File: src/rtl/tube_r3_xfer_ctrl_pkg.sv
// Shared types and constants for the Tube R3 block-transfer sequencer.
package tube_xfer_pkg;

    typedef enum logic [2:0] {
        ST_IDLE,
        ST_WAIT_NMI,
        ST_TUBE_RD,
        ST_MEM_WR,
        ST_MEM_RD,
        ST_TUBE_WR,
        ST_GUARD_WAIT,
        ST_DONE
    } xfer_state_t;

    // Parasite-side address of Tube register 3 (the NMI-paced FIFO).
    localparam logic [2:0] R3_ADDR = 3'h5;

    localparam logic DIR_R3_TO_MEM = 1'b0;
    localparam logic DIR_MEM_TO_R3 = 1'b1;

    // Bytes moved per PNMI: two in V-flag mode, but never more than are left.
    function automatic logic [1:0] group_size(input logic two_byte, input logic more_than_one);
        return (two_byte && more_than_one) ? 2'd2 : 2'd1;
    endfunction

endpackage

File: src/rtl/tube_r3_xfer_ctrl_if.sv
// Tube parasite bus plus local memory port, as seen by the transfer sequencer.
interface tube_r3_xfer_ctrl_if #(parameter int ADDR_W = 16) ();

    logic [2:0]        t_addr;
    logic              t_cs_b;
    logic              t_rdnw;
    logic [7:0]        t_wdata;
    logic [7:0]        t_rdata;
    logic              m_req;
    logic              m_we;
    logic [ADDR_W-1:0] m_addr;
    logic [7:0]        m_wdata;
    logic [7:0]        m_rdata;
    logic              m_ack;

    modport master (
        output t_addr, t_cs_b, t_rdnw, t_wdata,
        output m_req, m_we, m_addr, m_wdata,
        input  t_rdata, m_rdata, m_ack
    );

    modport slave (
        input  t_addr, t_cs_b, t_rdnw, t_wdata,
        input  m_req, m_we, m_addr, m_wdata,
        output t_rdata, m_rdata, m_ack
    );

endinterface

File: src/rtl/tube_r3_xfer_ctrl_nmi_sync.sv
// PNMI synchroniser with a post-group guard mask so a stale PNMI is not re-taken.
module tube_nmi_sync #(
    parameter int GUARD = 3
) (
    input  logic clk,
    input  logic h_rst_b,
    input  logic p_nmi_b,
    input  logic guard_load,
    output logic req,
    output logic guard_done
);

    localparam int GW = (GUARD > 1) ? $clog2(GUARD) : 1;

    logic          nmi_meta;
    logic          nmi_s;
    logic [GW-1:0] guard_cnt;

    // Two-flop synchroniser; idles high so reset never looks like a request.
    always_ff @(posedge clk or negedge h_rst_b) begin
        if (!h_rst_b) begin
            nmi_meta <= 1'b1;
            nmi_s    <= 1'b1;
        end else begin
            nmi_meta <= p_nmi_b;
            nmi_s    <= nmi_meta;
        end
    end

    // Guard counter: loaded on entry to the guard window, counts down to zero.
    always_ff @(posedge clk or negedge h_rst_b) begin
        if (!h_rst_b) begin
            guard_cnt <= '0;
        end else if (guard_load) begin
            guard_cnt <= GW'(GUARD - 1);
        end else if (guard_cnt != '0) begin
            guard_cnt <= guard_cnt - GW'(1);
        end
    end

    assign guard_done = (guard_cnt == '0);
    assign req        = !nmi_s && guard_done;

endmodule

File: src/rtl/tube_r3_xfer_ctrl.sv
// NMI-paced block-transfer sequencer between Tube R3 and a local memory port.
module tube_r3_xfer_ctrl
    import tube_xfer_pkg::*;
#(
    parameter int ADDR_W   = 16,
    parameter int LEN_W    = 16,
    parameter int TUBE_CYC = 2,
    parameter int GUARD    = 3
) (
    input  logic                 clk,
    input  logic                 h_rst_b,
    input  logic                 start,
    input  logic                 dir,
    input  logic                 two_byte,
    input  logic [ADDR_W-1:0]    base_addr,
    input  logic [LEN_W-1:0]     length,
    input  logic                 abort,
    input  logic                 p_nmi_b,
    tube_r3_xfer_ctrl_if.master  bus,
    output logic                 busy,
    output logic                 done,
    output logic [LEN_W-1:0]     remaining
);

    localparam int CW = $clog2(TUBE_CYC + 1);

    xfer_state_t       state, next_state;
    logic              dir_l;
    logic              two_l;
    logic [1:0]        group;
    logic [CW-1:0]     cyc_cnt;
    logic [ADDR_W-1:0] m_addr_r;
    logic [7:0]        m_wdata_r;
    logic [7:0]        t_wdata_r;
    logic [LEN_W-1:0]  remaining_r;
    logic              abort_pend;
    logic              abort_eff;
    logic              tube_st;
    logic              tube_last;
    logic              advance;
    logic              guard_load;
    logic              req;
    logic              guard_done;
    xfer_state_t       after_byte;

    tube_nmi_sync #(.GUARD(GUARD)) u_sync (
        .clk        (clk),
        .h_rst_b    (h_rst_b),
        .p_nmi_b    (p_nmi_b),
        .guard_load (guard_load),
        .req        (req),
        .guard_done (guard_done)
    );

    assign tube_st   = (state == ST_TUBE_RD) || (state == ST_TUBE_WR);
    assign tube_last = (cyc_cnt == CW'(TUBE_CYC - 1));
    assign abort_eff = abort || abort_pend;

    // State register.
    always_ff @(posedge clk or negedge h_rst_b) begin
        if (!h_rst_b) begin
            state <= ST_IDLE;
        end else begin
            state <= next_state;
        end
    end

    // Next-state selection; an abort is always allowed to finish the current bus cycle first.
    always_comb begin
        next_state = state;
        advance    = 1'b0;
        after_byte = ST_GUARD_WAIT;
        if (group != 2'd1) begin
            after_byte = (dir_l == DIR_MEM_TO_R3) ? ST_MEM_RD : ST_TUBE_RD;
        end else if (remaining_r == LEN_W'(1)) begin
            after_byte = ST_DONE;
        end
        case (state)
            ST_IDLE: begin
                if (start && !abort) begin
                    next_state = (length == '0) ? ST_DONE : ST_WAIT_NMI;
                end
            end
            ST_WAIT_NMI: begin
                if (abort_eff) begin
                    next_state = ST_IDLE;
                end else if (req) begin
                    next_state = (dir_l == DIR_MEM_TO_R3) ? ST_MEM_RD : ST_TUBE_RD;
                end
            end
            ST_TUBE_RD: begin
                if (tube_last) begin
                    next_state = abort_eff ? ST_IDLE : ST_MEM_WR;
                end
            end
            ST_MEM_WR: begin
                if (bus.m_ack) begin
                    advance    = 1'b1;
                    next_state = abort_eff ? ST_IDLE : after_byte;
                end
            end
            ST_MEM_RD: begin
                if (bus.m_ack) begin
                    advance    = abort_eff;
                    next_state = abort_eff ? ST_IDLE : ST_TUBE_WR;
                end
            end
            ST_TUBE_WR: begin
                if (tube_last) begin
                    advance    = 1'b1;
                    next_state = abort_eff ? ST_IDLE : after_byte;
                end
            end
            ST_GUARD_WAIT: begin
                if (abort_eff) begin
                    next_state = ST_IDLE;
                end else if (guard_done) begin
                    next_state = ST_WAIT_NMI;
                end
            end
            ST_DONE:  next_state = ST_IDLE;
            default:  next_state = ST_IDLE;
        endcase
        guard_load = (next_state == ST_GUARD_WAIT) && (state != ST_GUARD_WAIT);
    end

    // Datapath: command latch, strobe timer, byte/address counters and data capture.
    always_ff @(posedge clk or negedge h_rst_b) begin
        if (!h_rst_b) begin
            dir_l       <= DIR_R3_TO_MEM;
            two_l       <= 1'b0;
            group       <= 2'd1;
            cyc_cnt     <= '0;
            m_addr_r    <= '0;
            m_wdata_r   <= '0;
            t_wdata_r   <= '0;
            remaining_r <= '0;
            abort_pend  <= 1'b0;
        end else begin
            cyc_cnt <= (tube_st && !tube_last) ? cyc_cnt + CW'(1) : '0;
            if (state == ST_IDLE) begin
                abort_pend <= 1'b0;
            end else if (abort && state != ST_DONE) begin
                abort_pend <= 1'b1;
            end
            if (state == ST_IDLE && start && !abort) begin
                dir_l       <= dir;
                two_l       <= two_byte;
                m_addr_r    <= base_addr;
                remaining_r <= length;
            end
            if (state == ST_WAIT_NMI && req && !abort_eff) begin
                group <= group_size(two_l, remaining_r > LEN_W'(1));
            end
            if (state == ST_TUBE_RD && tube_last) begin
                m_wdata_r <= bus.t_rdata;
            end
            if (state == ST_MEM_RD && bus.m_ack) begin
                t_wdata_r <= bus.m_rdata;
            end
            if (advance) begin
                m_addr_r    <= m_addr_r + ADDR_W'(1);
                remaining_r <= remaining_r - LEN_W'(1);
                group       <= group - 2'd1;
            end
        end
    end

    assign bus.t_addr  = tube_st ? R3_ADDR : 3'h0;
    assign bus.t_cs_b  = !tube_st;
    assign bus.t_rdnw  = (state != ST_TUBE_WR);
    assign bus.t_wdata = t_wdata_r;
    assign bus.m_req   = (state == ST_MEM_WR) || (state == ST_MEM_RD);
    assign bus.m_we    = (state == ST_MEM_WR);
    assign bus.m_addr  = m_addr_r;
    assign bus.m_wdata = m_wdata_r;
    assign busy        = (state != ST_IDLE);
    assign done        = (state == ST_DONE);
    assign remaining   = remaining_r;

endmodule
File: src/flat_wrapper.sv
// flat-port wrapper written by rule: the top's interface ports become plain ports
module tube_r3_xfer_ctrl_flat import tube_xfer_pkg::*;
#(
    parameter int ADDR_W   = 16,
    parameter int LEN_W    = 16,
    parameter int TUBE_CYC = 2,
    parameter int GUARD    = 3
)
  (clk, h_rst_b, start, dir, two_byte, base_addr, length, abort, p_nmi_b, busy, done, remaining, bus_t_addr, bus_t_cs_b, bus_t_rdnw, bus_t_wdata, bus_m_req, bus_m_we, bus_m_addr, bus_m_wdata, bus_t_rdata, bus_m_rdata, bus_m_ack);
  tube_r3_xfer_ctrl_if #(.ADDR_W(ADDR_W)) bus_i ();
  input  logic clk;
  input  logic h_rst_b;
  input  logic start;
  input  logic dir;
  input  logic two_byte;
  input  logic [ADDR_W-1:0] base_addr;
  input  logic [LEN_W-1:0] length;
  input  logic abort;
  input  logic p_nmi_b;
  output logic busy;
  output logic done;
  output logic [LEN_W-1:0] remaining;
  output wire logic [$bits(bus_i.t_addr)-1:0] bus_t_addr;
  output wire logic [$bits(bus_i.t_cs_b)-1:0] bus_t_cs_b;
  output wire logic [$bits(bus_i.t_rdnw)-1:0] bus_t_rdnw;
  output wire logic [$bits(bus_i.t_wdata)-1:0] bus_t_wdata;
  output wire logic [$bits(bus_i.m_req)-1:0] bus_m_req;
  output wire logic [$bits(bus_i.m_we)-1:0] bus_m_we;
  output wire logic [$bits(bus_i.m_addr)-1:0] bus_m_addr;
  output wire logic [$bits(bus_i.m_wdata)-1:0] bus_m_wdata;
  input wire logic [$bits(bus_i.t_rdata)-1:0] bus_t_rdata;
  input wire logic [$bits(bus_i.m_rdata)-1:0] bus_m_rdata;
  input wire logic [$bits(bus_i.m_ack)-1:0] bus_m_ack;
  assign bus_t_addr = bus_i.t_addr;
  assign bus_t_cs_b = bus_i.t_cs_b;
  assign bus_t_rdnw = bus_i.t_rdnw;
  assign bus_t_wdata = bus_i.t_wdata;
  assign bus_m_req = bus_i.m_req;
  assign bus_m_we = bus_i.m_we;
  assign bus_m_addr = bus_i.m_addr;
  assign bus_m_wdata = bus_i.m_wdata;
  assign bus_i.t_rdata = bus_t_rdata;
  assign bus_i.m_rdata = bus_m_rdata;
  assign bus_i.m_ack = bus_m_ack;
  tube_r3_xfer_ctrl #(.ADDR_W(ADDR_W), .LEN_W(LEN_W), .TUBE_CYC(TUBE_CYC), .GUARD(GUARD)) u_core (.clk(clk), .h_rst_b(h_rst_b), .start(start), .dir(dir), .two_byte(two_byte), .base_addr(base_addr), .length(length), .abort(abort), .p_nmi_b(p_nmi_b), .bus(bus_i), .busy(busy), .done(done), .remaining(remaining));
endmodule
File: config.mk
export PLATFORM = sky130hd
export DESIGN_NAME = tube_r3_xfer_ctrl_flat
export DESIGN_NICKNAME = d
export VERILOG_FILES = /design/src/rtl/tube_r3_xfer_ctrl_pkg.sv /design/src/rtl/tube_r3_xfer_ctrl_if.sv /design/src/rtl/tube_r3_xfer_ctrl_nmi_sync.sv /design/src/rtl/tube_r3_xfer_ctrl.sv /design/src/flat_wrapper.sv
export SDC_FILE = /design/constraint.sdc
export NUM_CORES = 1
export LEC_CHECK = 0
export ABC_AREA = 0
export CAP_MARGIN = 10
export CORE_AREA = 2 2 76 96
export DETAILED_ROUTE_END_ITERATION = 8
export DIE_AREA = 0 0 78 98
export DONT_BUFFER_PORTS = 1
export GPL_ROUTABILITY_DRIVEN = 0
export HOLD_SLACK_MARGIN = 0.03
export PLACE_DENSITY = 0.69
export SLEW_MARGIN = 10
export SYNTH_ARGS = -nofsm -noshare
export SYNTH_HDL_FRONTEND = slang
export SYNTH_SLANG_ARGS = --single-unit
File: constraint.sdc
create_clock -name clk -period 2.5 [get_ports clk]
set_input_delay 0.125 -clock clk [delete_from_list [all_inputs] [get_ports clk]]
set_output_delay 0.125 -clock clk [all_outputs]
set_load 0.02 [all_outputs]
==> results.toml <==
[pwr]
sw_frac_of_total = 0.4512
p_sw_w = 0.002435
p_int_w = 0.002962
p_leak_nw = 1.859
vdd_drop_max_uv = 614.0
p_per_area_nw_per_um2 = 1197
seq_power_share = 0.437
clock_power_share = 0.184
power_frac_comb = 0.379

[setup_path]
critPathRequiredTime_ps = 2740
cp-end-kind = "flop"
cp_max_fo = 9
crit_arrival_ps = 2520
startpoint = "u_core.state[0]"
cp-start-kind = "flop"
worstReg2RegEnd = "u_core.u_sync.guard_cnt[0]"
rr_startpoint = "u_core.state[0]"
r2r_slack_ps = 210
crit_type = "flop to flop"
critPathCapture = "u_core.u_sync.guard_cnt[0]"
reg2reg_depth = 8

[synth]
synth_nets = 444
ys_ff_latch = 62
synth_edf_count = 0
synth_commonest_cells = "dfrtp_1 (59), nor2_1 (35), nand2_1 (32)"
synth_top_area_frac = 0.4110
syn_area_sq_um = 3592
yosysUniqueCellTypes = 65
yosysWarnings = 0
synth_area_per_cell_sq_um = 9.404
yosysTopAreaCell = "dfrtp_1"
synth_most_common_cell = "dfrtp_1"
syn_inst = 382
netlist_top_cells_area = "dfrtp_1 (41%), mux2_2 (5.3%), nor2_1 (3.7%)"
async_flop_share = 1.000
synth_ff_type = "dfrtp_1"
seq_area_frac_synth = 0.4330

[layout]
final_util = 0.6623
final_nets = 503
n_antenna_cell = 0
area_growth_pct = 25.50
drive_gt1_frac = 0.1682

[sta]
finClkSkew_ps = 8.878
tightest_slew_ps = 641.2
hold_viol = 0
slew_headroom = 0.5709
timing.final.crit_share = 0.9144
rsz0062_at_grt = "false"
slew_violations = 0
timing.setup.tns_ps = 0
fin_crit_ps = 2286
setup_viol = 0
fmax_mhz = 437.5

[drt]
dr.pass1.iters = 4
drc = 0
viasPerCell = 6.149
ant_nets = 0
vias = 3296
wl_per_cell_um = 18.13
drt_iter0_drc = 246
drt-total-wl_um = 9720

[clock_network]
clkTransAtPathRegs_ps = 70
h-tree-depth = 3
post_cts.repair.setup_buffers = 0
cts_max_path_buffers = 2
worstSkewPairLatency_ps = 350
clock-sinks = 62
cts_tree = "yes"
cts_root_buf = "clkbuf_8"
cts_buffers = 9

[placed_design]
hpwl_um = 6473
port_buffers = 0

[global_route]
antenna_found_initial = 0
grt_usage = 0.2639
grt_pass1_wl_um = 16080
grt_overflow_total = 0
grt_max_degree = 63
grt_pass1_vias = 3335

[floorplanning]
fp.dieW_um = 78
num_io_pins = 113
initial_utilization = 0.5278
coreArea_sq_um = 6807
num_rows = 34
die_area_sq_um = 7644
dieHeight_um = 98

[outcome]
outcome = "finished, final reports clean"

[flow_run]
maxCapViolCount = 0

[hold_path]
hp-start = "base_addr[15]"
hold_depth = 3
hold_path_class = "primary input to flop"
[worst min-delay path by stage]
stage,end,slack (ps)
final,u_core.bus.m_addr[15],50
after CTS,u_core.bus.m_addr[15],40
after global routing,u_core.state[1],80
after detailed placement,u_core.bus.t_wdata[5],-170
after floorplan,u_core.abort_pend,-170
after global placement,u_core.bus.t_wdata[7],-170
[worst max-delay path, cell delays in order, from the launching register on]
cell and delay (ps):
dfrtp_1 490, buf_4 220, nand2b_4 70, nor2_2 140
inv_1 170, nor4_1 230, a2111oi_1 120, or4_4 550
o21a_1 190
[logic make-up (layout without fill, tap and decap cells)]
kind of cell,Yosys count,count (layout),synth area share
muxes,19,19,0.05886
buffers and inverters,48,112,0.06409
and+or+nand+nor,150,150,0.2275
DFF,62,62,0.4330
other,1,1,0.001044
xor gates and xnor gates,1,1,0.002439
adders and majority gates,6,6,0.02090
AOI/OAI and AO/OA,95,95,0.1923
[what timing repair did]
item,CTS,global route
endpoints found under the setup margin,0,2
hold endpoints to repair,114,0
gates resized for setup,0,1
hold buffers,54,0
[stage by stage]
| stage | power [W] | hold WS, ps | worst slack, ps | std cells | area, sq um |
|---|---|---|---|---|---|
| global placement | 0.004244 | -169.3 | 290.9 | 466 | 3720 |
| finish | 0.005396 | 51.00 | 214.1 | 536 | 4508 |
| detailed placement | 0.004303 | -169.1 | 230.4 | 466 | 3720 |
| CTS | 0.005395 | 41.62 | 192.3 | 536 | 4501 |
| global route | 0.005760 | 75.36 | 139.4 | 536 | 4508 |
| floorplan | 0.003789 | -170.6 | 440.5 | 382 | 3592 |
[per-layer routing]
| metal | track usage | routed length, um |
|---|---|---|
| met5 | 0 | 0 |
| met3 | 0.06192 | 662 |
| met2 | 0.4284 | 4775 |
| met4 | 0.1080 | 281 |
| met1 | 0.3395 | 4000 |
[area by class of cell]
class	instances	area, sq um
clock buffer	10	137.6
clock inverter	6	85.08
fill	564	2298
inverter	23	86.33
multi-input combinational	272	1818
sequential	62	1555
tap	90	112.6
timing repair buffer	73	713.2
[sequential cells by signal (all words and copies together), names as in the netlist, 2 cells and up]
name / count
u_core.bus.m_addr: 16
u_core.state: 3
u_core.u_sync.guard_cnt: 2
u_core.cyc_cnt: 2
u_core.remaining: 16
u_core.bus.m_wdata: 8
u_core.group: 2
u_core.bus.t_wdata: 8
[power groups by stage]
| stage | Clock, W | Combinational (W) | Sequential [W] |
|---|---|---|---|
| after CTS | 0.00101 | 0.00203 | 0.00235 |
| after floorplan | 0 | 0.00154 | 0.00225 |
| after global placement | 0 | 0.00188 | 0.00236 |
| final | 0.000993 | 0.00205 | 0.00236 |
| after global routing | 0.00106 | 0.00227 | 0.00243 |
| after detailed placement | 0 | 0.00193 | 0.00237 |
[layout by cell type, fill, tap and decap left out, types with 6 or more instances in the layout]
master         synthesis  final
buf_4                  6     18
nor4_1                10     10
nor3_1                 8      8
nand4_1                8      8
a21oi_1               19     19
nor2_1                35     35
nand3_1               10     10
nand2_1               32     32
ha_1                   6      6
dfrtp_1               59     59
o221a_2                7      7
o21ai_0                9      9
dlygate4sd3_1          0     53
a221o_1                6      6
and3_1                 6      6
mux2_2                17     17
clkbuf_8               0     10
inv_1                 23     23
a211oi_1               7      7
Power figures use the tool's default switching activity.
